--- config.mk ---
export PLATFORM = sky130hd
export DESIGN_NAME = sdram_master_arbiter
export DESIGN_NICKNAME = d
export VERILOG_FILES = /design/src/rtl/sdram_master_arbiter.sv
export SDC_FILE = /design/constraint.sdc
export NUM_CORES = 1
export LEC_CHECK = 0
export CORE_AREA = 3 3 153 155
export DETAILED_ROUTE_END_ITERATION = 7
export DIE_AREA = 0 0 156 158
export PLACE_DENSITY_LB_ADDON = 0.05
export SETUP_SLACK_MARGIN = 0.4
export SKIP_CTS_REPAIR_TIMING = 1
export SLEW_MARGIN = 20
export SYNTH_ARGS = -nofsm -noshare
export SYNTH_HDL_FRONTEND = slang
export SYNTH_SLANG_ARGS = --single-unit
--- constraint.sdc ---
create_clock -name clock -period 3.3 [get_ports clock]
set_clock_uncertainty 0.05 [all_clocks]
set_input_delay 0.99 -clock clock [delete_from_list [all_inputs] [get_ports clock]]
set_output_delay 0.99 -clock clock [all_outputs]
set_load 0.02 [all_outputs]
--- src/rtl/sdram_master_arbiter.sv ---
// sdram_master_arbiter: three-requester arbiter in front of a single SDRAM
// controller port. Grants one requester at a time for up to MAX_BURST
// accepted transfers, and routes returning read data back to the issuer
// through an in-order tag FIFO.
// Optional build macro: SDRAM_ARB_ROUND_ROBIN_EN selects round-robin
// arbitration; when undefined, fixed priority (0 > 1 > 2) is used.
module sdram_master_arbiter #(
  parameter int unsigned MAX_BURST = 8,
  parameter int unsigned TAG_DEPTH = 8
) (
  input  logic        clock,
  input  logic        reset,
  input  logic [25:0] s0_address,
  input  logic        s0_read,
  input  logic        s0_write,
  input  logic [3:0]  s0_byteenable,
  input  logic [31:0] s0_writedata,
  output logic [31:0] s0_readdata,
  output logic        s0_readdatavalid,
  output logic        s0_waitrequest,
  input  logic [25:0] s1_address,
  input  logic        s1_read,
  input  logic        s1_write,
  input  logic [3:0]  s1_byteenable,
  input  logic [31:0] s1_writedata,
  output logic [31:0] s1_readdata,
  output logic        s1_readdatavalid,
  output logic        s1_waitrequest,
  input  logic [25:0] s2_address,
  input  logic        s2_read,
  input  logic        s2_write,
  input  logic [3:0]  s2_byteenable,
  input  logic [31:0] s2_writedata,
  output logic [31:0] s2_readdata,
  output logic        s2_readdatavalid,
  output logic        s2_waitrequest,
  output logic [25:0] m_address,
  output logic [3:0]  m_byteenable,
  output logic [31:0] m_writedata,
  output logic        m_read,
  output logic        m_write,
  input  logic [31:0] m_readdata,
  input  logic        m_readdatavalid,
  input  logic        m_waitrequest
);

  localparam int unsigned PTR_W = (TAG_DEPTH > 1) ? $clog2(TAG_DEPTH) : 1;
  localparam int unsigned OCC_W = PTR_W + 1;
  localparam int unsigned CNT_W = 8;

  typedef enum logic {IDLE, GRANT} state_t;

  state_t           state, state_nxt;
  logic [1:0]       gnt, gnt_nxt;
  logic [CNT_W-1:0] burst_cnt, burst_cnt_nxt;

  logic [2:0]       req, wr_req, rd_req;
  logic [2:0]       gnt_oh, wait_vec, rdv_vec;
  logic [25:0]      sel_addr;
  logic [3:0]       sel_be;
  logic [31:0]      sel_wd;
  logic             sel_req, sel_wr, sel_rd;
  logic             accept, push, pop, rd_blocked;

  logic [1:0]       tag_mem [TAG_DEPTH];
  logic [PTR_W-1:0] wr_ptr, rd_ptr;
  logic [OCC_W-1:0] occ;
  logic             full, empty;
  logic [1:0]       head;

`ifdef SDRAM_ARB_ROUND_ROBIN_EN
  logic [1:0]       last_gnt;

  // First requesting index after 'last' in cyclic order 0,1,2.
  function automatic logic [1:0] pick_rr(input logic [2:0] r, input logic [1:0] last);
    int idx;
    pick_rr = 2'd0;
    for (int k = 3; k >= 1; k--) begin
      idx = (int'(last) + k) % 3;
      if (r[idx]) pick_rr = 2'(idx);
    end
  endfunction
`else
  // Lowest requesting index wins.
  function automatic logic [1:0] pick_fixed(input logic [2:0] r);
    if (r[0])      pick_fixed = 2'd0;
    else if (r[1]) pick_fixed = 2'd1;
    else           pick_fixed = 2'd2;
  endfunction
`endif

  // A simultaneous read and write is treated as a write.
  assign wr_req = {s2_write, s1_write, s0_write};
  assign req    = {s2_read | s2_write, s1_read | s1_write, s0_read | s0_write};
  assign rd_req = {s2_read & ~s2_write, s1_read & ~s1_write, s0_read & ~s0_write};

  assign full   = (occ == OCC_W'(TAG_DEPTH));
  assign empty  = (occ == '0);
  assign head   = tag_mem[rd_ptr];
  assign pop    = reset && m_readdatavalid && !empty;
  assign gnt_oh = 3'(1) << gnt;

  // Select the granted requester's command fields.
  always_comb begin : sel_mux
    sel_addr = '0;
    sel_be   = '0;
    sel_wd   = '0;
    sel_req  = 1'b0;
    sel_wr   = 1'b0;
    sel_rd   = 1'b0;
    case (gnt)
      2'd0: begin
        sel_addr = s0_address; sel_be = s0_byteenable; sel_wd = s0_writedata;
        sel_req = req[0]; sel_wr = wr_req[0]; sel_rd = rd_req[0];
      end
      2'd1: begin
        sel_addr = s1_address; sel_be = s1_byteenable; sel_wd = s1_writedata;
        sel_req = req[1]; sel_wr = wr_req[1]; sel_rd = rd_req[1];
      end
      2'd2: begin
        sel_addr = s2_address; sel_be = s2_byteenable; sel_wd = s2_writedata;
        sel_req = req[2]; sel_wr = wr_req[2]; sel_rd = rd_req[2];
      end
      default: ;
    endcase
  end

  // Next-state, burst accounting and master/stall outputs.
  always_comb begin : fsm_comb
    state_nxt     = state;
    gnt_nxt       = gnt;
    burst_cnt_nxt = burst_cnt;
    m_address     = '0;
    m_byteenable  = '0;
    m_writedata   = '0;
    m_read        = 1'b0;
    m_write       = 1'b0;
    wait_vec      = 3'b111;
    accept        = 1'b0;
    push          = 1'b0;
    // A full tag FIFO blocks reads unless a pop frees a slot this cycle.
    rd_blocked    = sel_rd && full && !pop;
    case (state)
      IDLE: begin
        if (|req) begin
`ifdef SDRAM_ARB_ROUND_ROBIN_EN
          gnt_nxt = pick_rr(req, last_gnt);
`else
          gnt_nxt = pick_fixed(req);
`endif
          burst_cnt_nxt = '0;
          state_nxt     = GRANT;
        end
      end
      GRANT: begin
        m_address    = sel_addr;
        m_byteenable = sel_be;
        m_writedata  = sel_wd;
        m_write      = sel_wr;
        m_read       = sel_rd && !rd_blocked;
        wait_vec     = ~gnt_oh | (gnt_oh & {3{m_waitrequest | rd_blocked}});
        accept       = (m_read || m_write) && !m_waitrequest;
        push         = m_read && !m_waitrequest;
        if (accept) burst_cnt_nxt = burst_cnt + CNT_W'(1);
        if (!sel_req || (accept && burst_cnt == CNT_W'(MAX_BURST - 1)))
          state_nxt = IDLE;
      end
      default: state_nxt = IDLE;
    endcase
    // Hold everything quiet while reset is asserted.
    if (!reset) begin
      m_read   = 1'b0;
      m_write  = 1'b0;
      wait_vec = 3'b111;
      push     = 1'b0;
    end
  end

  // Read-data routing: the FIFO head names the requester that owns the beat.
  assign rdv_vec          = pop ? (3'(1) << head) : 3'b000;
  assign s0_readdatavalid = rdv_vec[0];
  assign s1_readdatavalid = rdv_vec[1];
  assign s2_readdatavalid = rdv_vec[2];
  assign s0_waitrequest   = wait_vec[0];
  assign s1_waitrequest   = wait_vec[1];
  assign s2_waitrequest   = wait_vec[2];
  assign s0_readdata      = m_readdata;
  assign s1_readdata      = m_readdata;
  assign s2_readdata      = m_readdata;

  // State, grant and burst counter registers.
  always_ff @(posedge clock) begin
    if (!reset) begin
      state     <= IDLE;
      gnt       <= 2'd0;
      burst_cnt <= '0;
    end else begin
      state     <= state_nxt;
      gnt       <= gnt_nxt;
      burst_cnt <= burst_cnt_nxt;
    end
  end

`ifdef SDRAM_ARB_ROUND_ROBIN_EN
  // Remember the most recent grant for the round-robin search.
  always_ff @(posedge clock) begin
    if (!reset)                     last_gnt <= 2'd2;
    else if (state == IDLE && |req) last_gnt <= gnt_nxt;
  end
`endif

  // Tag FIFO pointers and occupancy.
  always_ff @(posedge clock) begin
    if (!reset) begin
      wr_ptr <= '0;
      rd_ptr <= '0;
      occ    <= '0;
    end else begin
      if (push) wr_ptr <= wr_ptr + PTR_W'(1);
      if (pop)  rd_ptr <= rd_ptr + PTR_W'(1);
      case ({push, pop})
        2'b10:   occ <= occ + OCC_W'(1);
        2'b01:   occ <= occ - OCC_W'(1);
        default: ;
      endcase
    end
  end

  // Tag storage; contents are meaningless while the FIFO is empty.
  always_ff @(posedge clock) begin
    if (push) tag_mem[wr_ptr] <= gnt;
  end

endmodule

Word-level counts from Yosys, hierarchy flattened
Memories as Yosys holds them, arrays and structs flattened. A register that Yosys moved wholly into a read port is not among the register bits.
Index checks and enable logic that the tools add are counted.
{"block": "op_classes", "addsub": 5, "bitwise_logic": 14, "muxes": 31, "shifts": 2, "n_eq_ne": 8, "n_reduce_logical": 21}
{"op": "one-hot mux 32 bit (3 select lines)", "count": 1}
{"op": "one-hot mux 26 bit (3 select lines)", "count": 1}
{"op": "two-way mux 32 bit", "count": 1}
{"op": "two-way mux 26 bit", "count": 1}
{"op": "two-way mux 8 bit", "count": 2}
{"op": "one-hot mux 8 bit (2 select lines)", "count": 1}
{"op": "two-way mux 3 bit", "count": 5}
{"op": "one-hot mux 4 bit (3 select lines)", "count": 1}
{"op": "two-way mux 1 bit", "count": 10}
{"op": "one-hot mux 1 bit (3 select lines)", "count": 3}
{"op": "adder 8 x 1 -> 8 bit, second input constant", "count": 1}
{"op": "== test 8 x 3 -> 1 bit, second input constant", "count": 1}
{"op": "logical AND 1 bit", "count": 8}
{"op": "one-hot mux 4 bit (2 select lines)", "count": 1}
{"op": "adder 3 x 1 -> 3 bit, second input constant", "count": 2}
{"op": "left shift 1 x 2 -> 3 bit, first input constant", "count": 2}
{"op": "zero test 1 bit", "count": 5}
{"op": "adder 4 x 1 -> 4 bit, second input constant", "count": 1}
{"op": "== test 2 x 1 -> 1 bit, second input constant", "count": 2}
{"op": "== test 2 bit, second input constant", "count": 2}
{"op": "== test 4 bit, second input constant", "count": 1}
{"op": "zero test 4 bit", "count": 1}
{"op": "two-way mux 2 bit", "count": 2}
{"op": "two-way mux 4 bit", "count": 1}
{"op": "other kinds (15)", "count": 25}
{"block": "totals", "elab_cells": 88, "n_memories": 1, "register_bits": 21, "mem_bits_rw": 16}
{"name": "tag_mem", "depth": 8, "width": 2, "read_ports": 1, "rd_clocked_by_memory_dff": 1, "write_ports": 1, "line_no": "65", "text": "logic [1:0] tag_mem [TAG_DEPTH];"}

Longest topological paths before layout
Gate-level depths: netlist of the first run.
{"block": "depth", "ltp_word": 13, "depth_mapped": 12, "depth_no_buf": 10}

Worst setup path before layout of the first run
OpenSTA, ideal clock, no wires.
{"block": "synth_path", "kind": "input-to-reg", "startpoint": "input s1_write", "endpoint": "register occ[2]", "slack_ns": 0.163, "arrival_ns": 3.017, "stages": 11, "path_cell_list": "and4bb_1 -> or3_1 -> buf_4 -> nand3_2 -> ha_1 -> xor2_1 -> ha_1 -> a21oi_1 -> xor2_1 -> or3_1 -> a21oi_1"}
{"block": "synth_via", "elab_chain_cells": 12, "elab_cells_between_ends": 14}
{"item": "from (decl)", "line_no": "23", "text": "input logic s1_write,"}
{"item": "inverter 1 bit *", "line_no": "95", "text": "assign rd_req = {s2_read & ~s2_write, s1_read & ~s1_write, s0_read & ~s0_write};"}
{"item": "bitwise AND 1 bit *", "line_no": "95"}
{"item": "one-hot mux 1 bit (3 select lines) *", "line_no": "111", "text": "case (gnt)"}
{"item": "logical AND 1 bit (2 in series)", "line_no": "142", "text": "rd_blocked = sel_rd && full && !pop;"}
{"item": "zero test 1 bit", "line_no": "160", "text": "m_read = sel_rd && !rd_blocked;"}
{"item": "logical AND 1 bit *", "line_no": "160"}
{"item": "logical AND 1 bit *", "line_no": "163", "text": "push = m_read && !m_waitrequest;"}
{"item": "two-way mux 1 bit *", "line_no": "143", "text": "case (state)"}
{"item": "two-way mux 1 bit *", "line_no": "171", "text": "if (!reset) begin"}
{"item": "== test 2 x 1 -> 1 bit or == test 2 bit (tied branches)", "line_no": "221", "text": "case ({push, pop})"}
{"item": "one-hot mux 4 bit (2 select lines) or nonzero test 2 bit (tied branches)"}
{"item": "to (signal assigned)", "line_no": "222", "text": "2'b10: occ <= occ + OCC_W'(1);"}
{"item": "to (signal assigned)", "line_no": "223", "text": "2'b01: occ <= occ - OCC_W'(1);"}
{"item": "to (decl)", "line_no": "67", "text": "logic [OCC_W-1:0] occ;"}
Every way passes the cells marked *; elsewhere a longest branch is shown, timed or not.
A chain may end at the register's enable or synchronous reset.

Worst setup path after layout of the first run
{"block": "layout_path", "startpoint": "input s2_read", "endpoint": "output s0_waitrequest"}
{"block": "layout_via", "elab_chain_cells": 9}
{"item": "from (decl)", "line_no": "30", "text": "input logic s2_read,"}
{"item": "bitwise AND 1 bit", "line_no": "95"}
{"item": "one-hot mux 1 bit (3 select lines)", "line_no": "111"}
{"item": "logical AND 1 bit (2 in series)", "line_no": "142"}
{"item": "bitwise OR 1 bit", "line_no": "161", "text": "wait_vec = ~gnt_oh | (gnt_oh & {3{m_waitrequest | rd_blocked}});"}
{"item": "bitwise AND 3 bit", "line_no": "161"}
{"item": "bitwise OR 3 bit", "line_no": "161"}
{"item": "two-way mux 3 bit", "line_no": "143"}
{"item": "two-way mux 3 bit", "line_no": "171"}
{"item": "to (decl)", "line_no": "20", "text": "output logic s0_waitrequest,"}
No other way between the ends.

==> results.sh, run 1 <==
export IMPL_dp_hpwl_um=17900
export IMPL_cp_required_ns=2.26
export IMPL_crit_buf_inv=3
export IMPL_port_buffer_count=265
export IMPL_timing_hold_violations_final=0
export IMPL_grt_setup_unrepaired="true"
export IMPL_ir_worst_vdd_mv=0.172
export IMPL_p_leak_uw=0.00433
export IMPL_post_route_min_period_ns=3.18
export IMPL_p_int_uw=1350
export IMPL_nNetsFinal=997
export IMPL_fin_util_pct=36.1
export IMPL_cts_made_buffers=5
export IMPL_vias=4623
export IMPL_yosysWarnings=0
export IMPL_rr_startpoint="gnt[0]"
export IMPL_die_w_um=156
export IMPL_slowest_stage="or3_4"
export IMPL_post_route_drc_count=0
export IMPL_globalplace_congestion=0.923
export IMPL_grt_pass1_vias=4728
export IMPL_postRouteAntennaNets=0
export IMPL_final_common_cell="dlymetal6s2s_1"
export IMPL_maxCapViolCount=0
export IMPL_rows=54
export IMPL_crit_path_start_kind="input pin"
export IMPL_ys_seq_elements=40
export IMPL_cpLargestDelayFamily="simple AND/OR/NAND/NOR gates"
export IMPL_dp_cells=1028
export IMPL_combinationalPowerShare_pct=43.8
export IMPL_synth_area_um2=4430
export IMPL_yosysSeqAreaShare_pct=21.7
export IMPL_clk_path_buf_depth=2
export IMPL_drt_pre_antenna_iters=4
export IMPL_final_cell_mix="dlymetal6s2s_1 (173), nand2_1 (70), buf_6 (66), mux2i_1 (62), o21ai_1 (59)"
export IMPL_critPathLaunch="s2_read"
export IMPL_pwr_share_clk_pct=29.0
export IMPL_p_per_area_nw_per_um2=244
export IMPL_synth_edff_count=16
export IMPL_min_path_type="register to register"
export IMPL_wl_um=22000
export IMPL_cp_common_cell="buf_6"
export IMPL_insertion_delay_ns=0.28
export IMPL_max_slew_margin_rel_pct=65.7
export IMPL_critical_path_class="input pin to output port"
export IMPL_arrival_ns=2.14
export IMPL_start_util_pct=20.2
export IMPL_syn_inst=570
export IMPL_status="complete, no violations"
export IMPL_die_h_um=158
export IMPL_synth_area_top_cells="buf_4 (16%), mux2i_1 (15%), dfxtp_1 (11%)"
export IMPL_layout_drive_gt1_share_pct=25.4
export IMPL_design_die_area_um2=24600
export IMPL_grt_overflow=0
export IMPL_max_freq_ghz=0.314
export IMPL_topRoutingLayerUsed="met5"
export IMPL_wl_met1_um=8090
export IMPL_ioPinCount=394
export IMPL_p_sw_uw=586
export IMPL_met3_length_um=3260
export IMPL_crit_fanout=3
export IMPL_slew_violations=0
export IMPL_wl_per_cell_um=20.9
export IMPL_wl_met2_um=10400
export IMPL_grt_max_degree=76
export IMPL_fin_crit_sh_pct=96.5
export IMPL_core_area_um2=22000
export IMPL_sw_frac_of_total_pct=30.3
export IMPL_power_frac_seq_pct=27.2
export IMPL_area_growth_pct=78.9
export IMPL_vias_per_cell=4.40
export IMPL_holdWs_ns=0.453
export IMPL_gr_usage_all_layers_pct=16.3
export IMPL_synth_cell_type_count=50
export IMPL_antenna_found_initial=15
export IMPL_yosysTopAreaCellShare_pct=16.4
export IMPL_max_stage_delay_ns=0.33
export IMPL_setup_viol=0
export IMPL_async_flop_share_pct=0
export IMPL_crit_path_end_kind="output port"
export IMPL_min_from="rd_ptr[1]"
export IMPL_path_cells="buf_6, and4bb_1, nor3_2, o21ai_1, buf_4, or3_4, buf_6"
export IMPL_cts_tree="done"
export IMPL_drtIter0Drc=163
export IMPL_cts_root_buf="clkbuf_16"
export IMPL_ys_flop_type="dfxtp_1"
export IMPL_clock_sinks=40
export IMPL_finalNonFillerCells=1051
export IMPL_htreeDepth=2
export IMPL_tightest_slew_ns=0.510
export IMPL_syn_mean_instance_area_um2=7.77
export IMPL_clk_pin_slew_worst_paths_ns=0.06
export IMPL_post_synth_top_area_cell="buf_4"
export IMPL_syn_nets=804
export IMPL_grt_pass1_wl_um=30300
[metal layers]
| layer | vias up | track usage [%] |
|---|---|---|
| met1 | 2094 | 18.4 |
| met2 | 227 | 25.7 |
| li1 | 2264 | - |
| met5 | - | 0 |
| met4 | 14 | 2.82 |
| met3 | 24 | 11.5 |
[final cells by class]
type | count | area [um^2]
Tap cell | 280 | 350
Clock inverter | 3 | 47.5
Sequential cell | 40 | 973
Antenna cell | 7 | 17.5
Fill cell | 2274 | 14000
Clock buffer | 5 | 125
Multi-Input combinational cell | 397 | 2770
Timing Repair Buffer | 317 | 3620
Inverter | 2 | 7.51
[cell families (layout without fill, tap and decap cells)]
logic type      count (synthesis)  after routing  share of synthesized area [%]
simple gates                  217            217                           25.6
compound gates                 96             96                           12.5
flops                          40             40                           21.7
buf+inv                       133            327                           19.9
fa+ha+maj                       6              6                           1.70
xor+xnor                        7              7                           1.38
mux                            71             71                           17.2
other cells                     0              7                              0
[worst reg2reg max path: stages (launching register included)]
cell      delay (ns)
dfxtp_4         0.38
buf_4           0.15
and4bb_1        0.23
or3_4           0.37
buf_6           0.14
nand3_4         0.08
ha_4            0.15
xor2_2          0.13
ha_2            0.17
a21oi_1         0.04
xor2_1          0.15
or3_1           0.31
a21oi_1         0.12
[synthesized netlist by cell type, types with 4 or more instances]
master    instances
nor3_1            6
or3_1             7
a21oi_1          10
a31oi_1           4
edfxtp_1         16
o21ai_0          70
nor4_1            6
nor2_1           22
and2_1           62
nor2b_1           4
nand3_1           9
buf_4            97
clkbuf_1         27
nand2_1          78
dfxtp_1          24
mux4_2            4
mux2i_1          66
ha_1              6
xor2_1            5
[sequential cells by signal (all words and copies together), names as in the netlist, named ones only]
register	cells
burst_cnt	8
gnt	2
occ	4
rd_ptr	3
state	1
tag_mem	16
wr_ptr	3
[power by group through the flow]
stage	clock (uW)	combinational, uW	sequential (uW)
final	560	845	526
after global routing	604	913	527
after CTS	575	819	528
after detailed placement	0	812	539
after global placement	0	815	539
after floorplan	0	489	534
[per-stage QoR]
step / area [um^2] / setup WS (ns) / total power (uW) / setup TNS, ns
final: 7920 / 0.117 / 1930 / 0
after global routing: 7920 / 0.0581 / 2040 / 0
after CTS: 7180 / -0.800 / 1920 / -14.69
after detailed placement: 7000 / -0.794 / 1350 / -14.74
after global placement: 7000 / -0.784 / 1350 / -14.65
after floorplan: 4460 / 0.286 / 1020 / 0
[path summary, 6_finish.rpt]
path	to	cells past startpoint	slack (ns)
hold reg to reg	rd_ptr[1]	2	0.45
setup reg to reg	occ[2]	12	0.77
setup / recovery	s0_waitrequest	7	0.12
hold / removal	rd_ptr[1]	2	0.45
Note: power is estimated with default switching activity, not from simulation.
==> run 2, diff against run 1 <==
- CTS_CLUSTER_DIAMETER: not set -> 200
==> results of run 2 <==
Final layout, timing and power as in run 1 (identical DEF).
